### src/rtl/lsu_pkg.sv
`default_nettype none
// ============================================================================
// Module  : lsu_pkg
// Brief   : Shared width codes and FSM encoding for the load/store unit.
// Revision: 1.0
// ============================================================================
package lsu_pkg;

    localparam logic [2:0] F3_B  = 3'b000;
    localparam logic [2:0] F3_H  = 3'b001;
    localparam logic [2:0] F3_W  = 3'b010;
    localparam logic [2:0] F3_BU = 3'b100;
    localparam logic [2:0] F3_HU = 3'b101;

    typedef enum logic [2:0] {
        IDLE  = 3'd0,
        READ  = 3'd1,
        WRITE = 3'd2,
        DONE  = 3'd3,
        ERR   = 3'd4
    } lsu_state_e;

    function automatic logic f3_legal(input logic [2:0] f3);
        return (f3 == F3_B) || (f3 == F3_H) || (f3 == F3_W) ||
               (f3 == F3_BU) || (f3 == F3_HU);
    endfunction

endpackage
`default_nettype wire

### src/rtl/lsu_data_align.sv
`default_nettype none
// ============================================================================
// Module  : lsu_data_align
// Brief   : Lane extraction/extension for loads, lane merge for sub-word stores.
// Revision: 1.0
// ============================================================================
module lsu_data_align
    import lsu_pkg::*;
(
    input  logic [2:0]  funct3,
    input  logic [1:0]  addr_lo,
    input  logic [31:0] word_in,
    input  logic [15:0] store_data,
    output logic [31:0] load_result,
    output logic [31:0] merged_word,
    output logic        misaligned
);

    logic [7:0]  w_byte;
    logic [15:0] w_half;

    assign w_byte = word_in[{addr_lo, 3'b000} +: 8];
    assign w_half = word_in[{addr_lo[1], 4'b0000} +: 16];

    always_comb begin
        load_result = 32'd0;
        merged_word = word_in;
        misaligned  = 1'b0;
        case (funct3)
            F3_B: begin
                load_result = {{24{w_byte[7]}}, w_byte};
                merged_word[{addr_lo, 3'b000} +: 8] = store_data[7:0];
            end
            F3_BU: begin
                load_result = {24'd0, w_byte};
            end
            F3_H: begin
                load_result = {{16{w_half[15]}}, w_half};
                merged_word[{addr_lo[1], 4'b0000} +: 16] = store_data;
                misaligned  = addr_lo[0];
            end
            F3_HU: begin
                load_result = {16'd0, w_half};
                misaligned  = addr_lo[0];
            end
            F3_W: begin
                load_result = word_in;
                misaligned  = (addr_lo != 2'b00);
            end
            default: begin
                load_result = 32'd0;
            end
        endcase
    end

endmodule
`default_nettype wire

### src/rtl/load_store_unit.sv
`default_nettype none
// ============================================================================
// Module  : load_store_unit
// Brief   : Byte/half/word loads and stores onto a word-addressed memory port.
// Revision: 1.0
// ============================================================================
module load_store_unit
    import lsu_pkg::*;
#(
    parameter int MEM_SIZE_WORDS = 4096
) (
    input  logic        clk,
    input  logic        rst_n,
    input  logic        req_i,
    input  logic        we_i,
    input  logic [2:0]  funct3_i,
    input  logic [31:0] addr_i,
    input  logic [31:0] wdata_i,
    output logic [31:0] rdata_o,
    output logic        done_o,
    output logic        err_o,
    output logic        busy_o,
    output logic        mem_rd_en_o,
    output logic        mem_wr_en_o,
    output logic [31:0] mem_addr_o,
    output logic [31:0] mem_wdata_o,
    input  logic [31:0] mem_rdata_i
);

    localparam logic [32:0] c_ADDR_LIMIT = 33'(MEM_SIZE_WORDS) * 33'd4;

    lsu_state_e  r_state;
    lsu_state_e  w_next_state;
    logic        r_we;
    logic [2:0]  r_funct3;
    logic [31:0] r_addr;
    logic [31:0] r_wdata;
    logic [31:0] r_merge;
    logic [31:0] r_rdata;

    logic [2:0]  w_align_f3;
    logic [1:0]  w_align_lo;
    logic [31:0] w_align_word;
    logic [31:0] w_load_result;
    logic [31:0] w_merged;
    logic        w_misaligned;
    logic        w_req_err;
    logic        w_wr_en;

    // One aligner serves the accept-time check (IDLE) and the data path later.
    assign w_align_f3   = (r_state == IDLE) ? funct3_i    : r_funct3;
    assign w_align_lo   = (r_state == IDLE) ? addr_i[1:0] : r_addr[1:0];
    assign w_align_word = (r_state == WRITE) ? r_merge    : mem_rdata_i;

    lsu_data_align u_align (
        .funct3      (w_align_f3),
        .addr_lo     (w_align_lo),
        .word_in     (w_align_word),
        .store_data  (r_wdata[15:0]),
        .load_result (w_load_result),
        .merged_word (w_merged),
        .misaligned  (w_misaligned)
    );

    assign w_req_err = !f3_legal(funct3_i)
                     || (we_i && ((funct3_i == F3_BU) || (funct3_i == F3_HU)))
                     || w_misaligned
                     || ({1'b0, addr_i} >= c_ADDR_LIMIT);

    always_ff @(posedge clk) begin
        if (!rst_n) begin
            r_state <= IDLE;
        end else begin
            r_state <= w_next_state;
        end
    end

    always_comb begin
        w_next_state = r_state;
        mem_rd_en_o  = 1'b0;
        w_wr_en      = 1'b0;
        mem_wdata_o  = 32'd0;
        done_o       = 1'b0;
        err_o        = 1'b0;
        case (r_state)
            IDLE: begin
                if (req_i) begin
                    if (w_req_err) begin
                        w_next_state = ERR;
                    end else if (we_i && (funct3_i == F3_W)) begin
                        w_next_state = WRITE;
                    end else begin
                        w_next_state = READ;
                    end
                end
            end
            READ: begin
                mem_rd_en_o  = 1'b1;
                w_next_state = r_we ? WRITE : DONE;
            end
            WRITE: begin
                w_wr_en      = 1'b1;
                mem_wdata_o  = (r_funct3 == F3_W) ? r_wdata : w_merged;
                w_next_state = DONE;
            end
            DONE: begin
                done_o       = 1'b1;
                w_next_state = IDLE;
            end
            ERR: begin
                done_o       = 1'b1;
                err_o        = 1'b1;
                w_next_state = IDLE;
            end
            default: begin
                w_next_state = IDLE;
            end
        endcase
    end

    // Gating with rst_n keeps a reset edge landing in WRITE from committing.
    assign mem_wr_en_o = w_wr_en & rst_n;
    assign mem_addr_o  = {r_addr[31:2], 2'b00};
    assign busy_o      = (r_state != IDLE);
    assign rdata_o     = r_rdata;

    always_ff @(posedge clk) begin
        if (!rst_n) begin
            r_we     <= 1'b0;
            r_funct3 <= 3'd0;
            r_addr   <= 32'd0;
            r_wdata  <= 32'd0;
            r_merge  <= 32'd0;
            r_rdata  <= 32'd0;
        end else begin
            if ((r_state == IDLE) && req_i) begin
                r_we     <= we_i;
                r_funct3 <= funct3_i;
                r_addr   <= addr_i;
                r_wdata  <= wdata_i;
            end
            if (r_state == READ) begin
                if (r_we) begin
                    r_merge <= mem_rdata_i;
                end else begin
                    r_rdata <= w_load_result;
                end
            end
        end
    end

endmodule
`default_nettype wire

### config.mk
export PLATFORM = sky130hd
export DESIGN_NAME = load_store_unit
export DESIGN_NICKNAME = d
export VERILOG_FILES = /design/src/rtl/lsu_pkg.sv /design/src/rtl/lsu_data_align.sv /design/src/rtl/load_store_unit.sv
export SDC_FILE = /design/constraint.sdc
export NUM_CORES = 1
export LEC_CHECK = 0
export CAP_MARGIN = 20
export CORE_ASPECT_RATIO = 0.5
export CORE_MARGIN = 2
export CORE_UTILIZATION = 44
export CTS_CLUSTER_SIZE = 40
export DETAILED_ROUTE_END_ITERATION = 7
export GPL_TIMING_DRIVEN = 0
export PLACE_DENSITY = 0.77
export SLEW_MARGIN = 15
export SYNTH_ARGS = -nofsm -noshare
export SYNTH_HDL_FRONTEND = slang
export SYNTH_SLANG_ARGS = --single-unit
### constraint.sdc
create_clock -name clk -period 4.75 [get_ports clk]
set_clock_uncertainty 0.2 [all_clocks]
set_input_delay 1.425 -clock clk [delete_from_list [all_inputs] [get_ports clk]]
set_output_delay 1.425 -clock clk [all_outputs]
set_load 0.1 [all_outputs]
[Word level (Yosys, flattened, before mapping)]
Cells that the tools add are included.
Storage, ports and cells
  input port bits: 103
  output and inout port bits: 101
  register bits: 135
  logic and storage cells: 72
Cells by class
  $add $sub $neg: 2
  mux-type cells: 19
  shift-type cells: 6
  magnitude comparators: 1
  reduce and logical (&&, ||, !) cells: 21
  eq/ne operators: 14
  bitwise operators: 2
Operators by type and width (number)
  $pmux 32 s5: 1
  $mux 32: 3
  $bwmux 32: 2
  $pmux 32 s2: 1
  $ge 32x15->1 const B: 1
  $shift 16x7->32 const A: 1
  $shift 8x7->32 const A: 1
  $shiftx 16x7->32: 1
  $shiftx 32x6->16: 1
  $shiftx 32x6->8: 1
  $shiftx 8x7->32: 1
  $eq 3x2->1 const B: 5
  $eq 3x3->1 const B: 5
  $neg 5->7: 2
  $eq 3x1->1 const B: 3
  $logic_not 3->1: 3
  $mux 3: 3
  $pmux 3 s3: 1
  $logic_or 1x1->1: 8
  $mux 1: 5
  $mux 2: 2
  $reduce_and 2->1: 2
  $reduce_or 2->1: 2
  $logic_and 1x1->1: 3
  7 further kinds: 7

[Longest topological paths before layout]
  depth after elaboration: 12
  gate-level depth with buffers: 11
  depth with buffers taken out: 10

[Hierarchy]
A second synthesis with hierarchy kept.
Unflattened totals
  cell total of the unflattened synthesis: 1085
  area total of the unflattened synthesis: 7832.5 µm²
Modules (own cells, without submodules)
  load_store_unit: area each 6327.3 µm², cells each 873, seq. area each 2702.6 µm², times used 1
  lsu_data_align: area each 1505.2 µm², cells each 212, seq. area each 0.0 µm², times used 1

[Least setup slack after synthesis]
No wires, ideal clock.
  path type: input to output
  from: input addr_i[1]
  to: output mem_wdata_o[15]
  arrival time: 4500 ps
  cell stages on the path: 9
  setup slack: -1375 ps
  path buffers: 3
  cell sequence: clkbuf_1 > a21oi_2 > buf_4 > ha_1 > nor2_1 > and4_1 > buf_2 > a32oi_1 > a31oi_1
On the way
  longest elaborated chain between the ends: 7
  elaborated cells on any way between the ends: 12
RTL lines
  start: declaration: RTL line load_store_unit.sv:17  | input logic [31:0] addr_i,
  $mux 2 (*): RTL line load_store_unit.sv:52  | assign w_align_lo = (r_state == IDLE) ? addr_i[1:0] : r_addr[1:0];
  $neg 5->7, on equally long branches: RTL line lsu_data_align.sv:39, lsu_data_align.sv:32
  $shiftx 16x7->32 (tied with other cells): RTL line lsu_data_align.sv:39  | merged_word[{addr_lo[1], 4'b0000} +: 16] = store_data;
  $bwmux 32, on equally long branches: RTL line lsu_data_align.sv:39, lsu_data_align.sv:32
  $pmux 32 s2 (*): RTL line lsu_data_align.sv:29  | case (funct3)
  $mux 32 (*): RTL line load_store_unit.sv:103  | mem_wdata_o = (r_funct3 == F3_W) ? r_wdata : w_merged;
  $mux 32 (*): RTL line load_store_unit.sv:85  | case (r_state)
  end: declaration: RTL line load_store_unit.sv:26  | output logic [31:0] mem_wdata_o,
Every way passes the cells marked *; elsewhere a longest branch is shown, timed or not.

[Worst setup path after layout]
  from: input addr_i[0]
  to: output mem_wdata_o[9]
On the way
  longest elaborated chain between the ends: 7
  elaborated cells on any way between the ends: 8
RTL lines
  $mux 2 (*): RTL line load_store_unit.sv:52
  $neg 5->7 (*): RTL line lsu_data_align.sv:32  | merged_word[{addr_lo, 3'b000} +: 8] = store_data[7:0];
  $shiftx 8x7->32 or $shift 8x7->32 (tied branches): RTL line lsu_data_align.sv:32
  $bwmux 32 (*): RTL line lsu_data_align.sv:32
  $pmux 32 s2 (*): RTL line lsu_data_align.sv:29
  $mux 32 (*): RTL line load_store_unit.sv:103
  $mux 32 (*): RTL line load_store_unit.sv:85
Marks and branches as above.

==> metrics <==
status complete, but fails checks; failing checks negative setup slack; CTS tree done; Seq/Total Area, Yosys 0.3593; final non-filler cell total 1449; busiest grt layer met2; via count between 8000 and 9000; Max Fclk approximately 210 MHz; final WL about 29000 um; Syn. warnings 0; RSZ-0062 raised after global routing yes; P_leak a little over 4 nW; core box area between 15000 and 20000 um^2; crit-path most repeated cell buf_12; crit-path cells buf_12 -> inv_6 -> o21ai_4 -> inv_2 -> ha_4 -> nor2_4 -> and4_1 -> buf_6 -> a22oi_2 -> o22ai_4 -> buf_12; Area Growth Syn to Fin 57.36%; first-pass iteration count of the detailed router 7; Clock Sinks around 140; Distinct cells, synth 63; GR Layer Usage met1 0.4185; Pins Over Slew Limit 0; Iter 0 DRT Violations between 500 and 600; Synth Flop Type dfxtp_1; Via density around 5.6; Slew headroom 0.3339; Clock Latency Late Sink 420 ps; die width about 190 um; Synth Register Bits ~140; simple-gate share of the synthesized area 0.2076; # nets final between 1000 and 1500; DIE HEIGHT slightly below 100 um; Ports around 200; kind of critical path primary input to output pin; Post-CTS Hold Fix Bufs 0; Crit-path slowest cell and4_1; pin count of the biggest net entering global routing 20; EDFF count, synth 0; first-pass GRT wire length about 44000 um; HPWL Detailed 21340 um; setup ws final -17.13 ps; initial antenna violation count 0; worst slack, placed -1762 ps; root buffer cell clkbuf_16; DRC Markers 0; GR Util met2 0.5064; H-tree Lvls 4; Final min period 4767 ps; Antenna Cells 0; row count 33; Final ANT Viol Nets 0; HP Class flop to flop; Critical Path Stages 11; Congestion Overflow GR 0; DP Cell Count around 1400; R2R depth 9; main combinational cell family by area after synthesis compound AO/OA/AOI/OAI gates; mux contribution to synthesized area 0.05939; Async SR Flop Fraction 0; Post-Synthesis Cells 970; WP data arrival between 3000 and 4000 ps; Port-buffer cells 197; share of cells above drive strength 1 0.2193; via count of the first global-routing pass about 7800; Synth Area in Compound Gates 0.2913; Tcrit/Tclk final 1.004; slowest cell delay on critical path approximately 230 ps; xor/xnor share of the synthesized area 0; wire per inst about 20 um; critical path's top delay family buffers and inverters; gr usage total 0.3159; CP Launch Type primary input; clk buf depth 2; TritonCTS buffer count 17; clock slew at reported path FFs ~60 ps; met3 Resource Use GR 0.09462; Buf/Inv on CP 5; crit-path max FO 8; Initial Utilization 0.4542; WP data required roughly 3100 ps; final setup fails 14; endpoints failing hold 0; Mapped Area about 7500 um^2; peak supply drop about 0.26 mV; full die area ~18000 um^2; Design Power ~0.0033 W; RePlAce Congestion 0.9356; Slew @ Worst Pin between 900 and 1000 ps; P per Cell Area ~270 nW/um^2; Hold Crit Depth 2; Setup crit end kind output pin; Mapped Avg Cell Area between 7 and 8 um^2; adder-cell share of the synthesized area 0.004991; max-cap violations 0
-- per-stage QoR --
step / hold slack (ps) / setup TNS (ps) / instance area, um^2 / util
floorplan: 240.3 / -3370 / 8005 / -
global placement: 248.5 / -49990 / 10260 / 0.6197
detailed placement: 255.5 / -50020 / 10260 / 0.6197
CTS: 264.0 / -13.66 / 11630 / 0.7023
global route: 280.5 / -768.3 / 11840 / 0.7148
finish: 262.8 / -107.9 / 11840 / 0.7148
-- power by group --
group          total, W  switching [W]  internal, W
Clock           0.00136       0.000515     0.000848
Sequential      0.00120      0.0000368      0.00117
Combinational  0.000683       0.000409     0.000274
Total           0.00325       0.000961      0.00229
-- registers in the layout, indices dropped and copies added, names as in the netlist --
name	cells
rdata_o	32
r_we	1
r_state	3
r_addr	32
r_merge	32
r_wdata	32
r_funct3	3
-- cells in the mapped netlist, drive strengths merged, types with 5 or more instances --
master     n  area (um^2)
nand2    239        897.1
dfxtp    135         2703
a21boi   102        765.7
nor2      63        236.5
o21ai     63        319.1
clkbuf    57        214.0
buf       49        345.3
mux2i     36        360.4
and2      29        181.4
a21oi     26        171.4
a31oi     18        112.6
o21a      15        112.6
a211oi    11        82.58
a221oi    11        96.34
o22ai      9        56.30
a2bb2oi    8        70.07
nand2b     8        50.05
a21o       7        52.55
a22o       7        61.31
a22oi      7        52.55
mux2       7        86.33
nor3b      5        42.54
o31ai      5        37.54
-- worst paths after layout --
check | from | to | slack [ps]
min | r_wdata[18] | r_wdata[18] | 260
max | addr_i[0] | mem_wdata_o[9] | -20
max reg2reg | r_state[1] | rdata_o[22] | 1860
min reg2reg | r_wdata[18] | r_wdata[18] | 260
-- cell type report --
cell class / instances / area, um^2
buffer: 104 / 620.6
clock buffer: 19 / 452.9
clock inverter: 12 / 151.4
fill: 1289 / 4722
inverter: 5 / 25.02
multi-input combinational: 725 / 5191
sequential: 135 / 2703
tap: 227 / 284.0
timing repair buffer: 222 / 2407
-- cells in the final DEF (no fill, tap or decap), types with 4 or more instances in the layout --
cell               n
a211oi_1          10
a21boi_0         101
a21o_1             7
a21oi_1           14
a21oi_2           10
a221oi_4           8
a22o_4             7
a22oi_2            7
a2bb2oi_2          4
a31oi_1            9
a31oi_4            9
and2_1            27
buf_12            23
buf_2              7
buf_4             54
buf_6             19
clkbuf_1          46
clkbuf_16         18
clkbuf_2           8
clkdlybuf4s50_1  162
clkinv_2           4
clkinvlp_4         5
dfxtp_1          135
mux2_2             5
mux2i_1           25
mux2i_4            9
nand2_1          238
nand2b_1           6
nand4_1            4
nor2_1            49
nor2_4            14
nor4_1             4
o21a_1            15
o21ai_0           58
o21ai_4            4
o22ai_4            8
-- per-layer routing --
| layer | part of all wire | vias up |
|---|---|---|
| li1 | - | 3824 |
| met1 | 0.44 | 3863 |
| met2 | 0.44 | 351 |
| met3 | 0.096 | 47 |
| met4 | 0.019 | 0 |
| met5 | 0 | - |
-- tightest hold or removal path, cell delays in order (launching register included) --
cell and delay (ps):
dfxtp_1 310, nand2_1 40, a21boi_0 60
-- what timing repair did --
| action | 4_1_cts | 5_1_grt |
|---|---|---|
| gates cloned | 1 | 0 |
| resized for setup | 331 | 32 |
| buffers inserted | 17 | 7 |
| setup endpoints to repair | 33 | 33 |
| pin swaps | 27 | 10 |
-- kinds of logic (layout without fill, tap and decap cells) --
group	count (synthesis)	in the layout
other	1	2
DFF	135	135
adders and majority gates	3	3
and+or+nand+nor	367	367
AOI/OAI and AO/OA	310	310
muxes	43	43
buffers and inverters	111	362
Power figures use the tool's default switching activity.
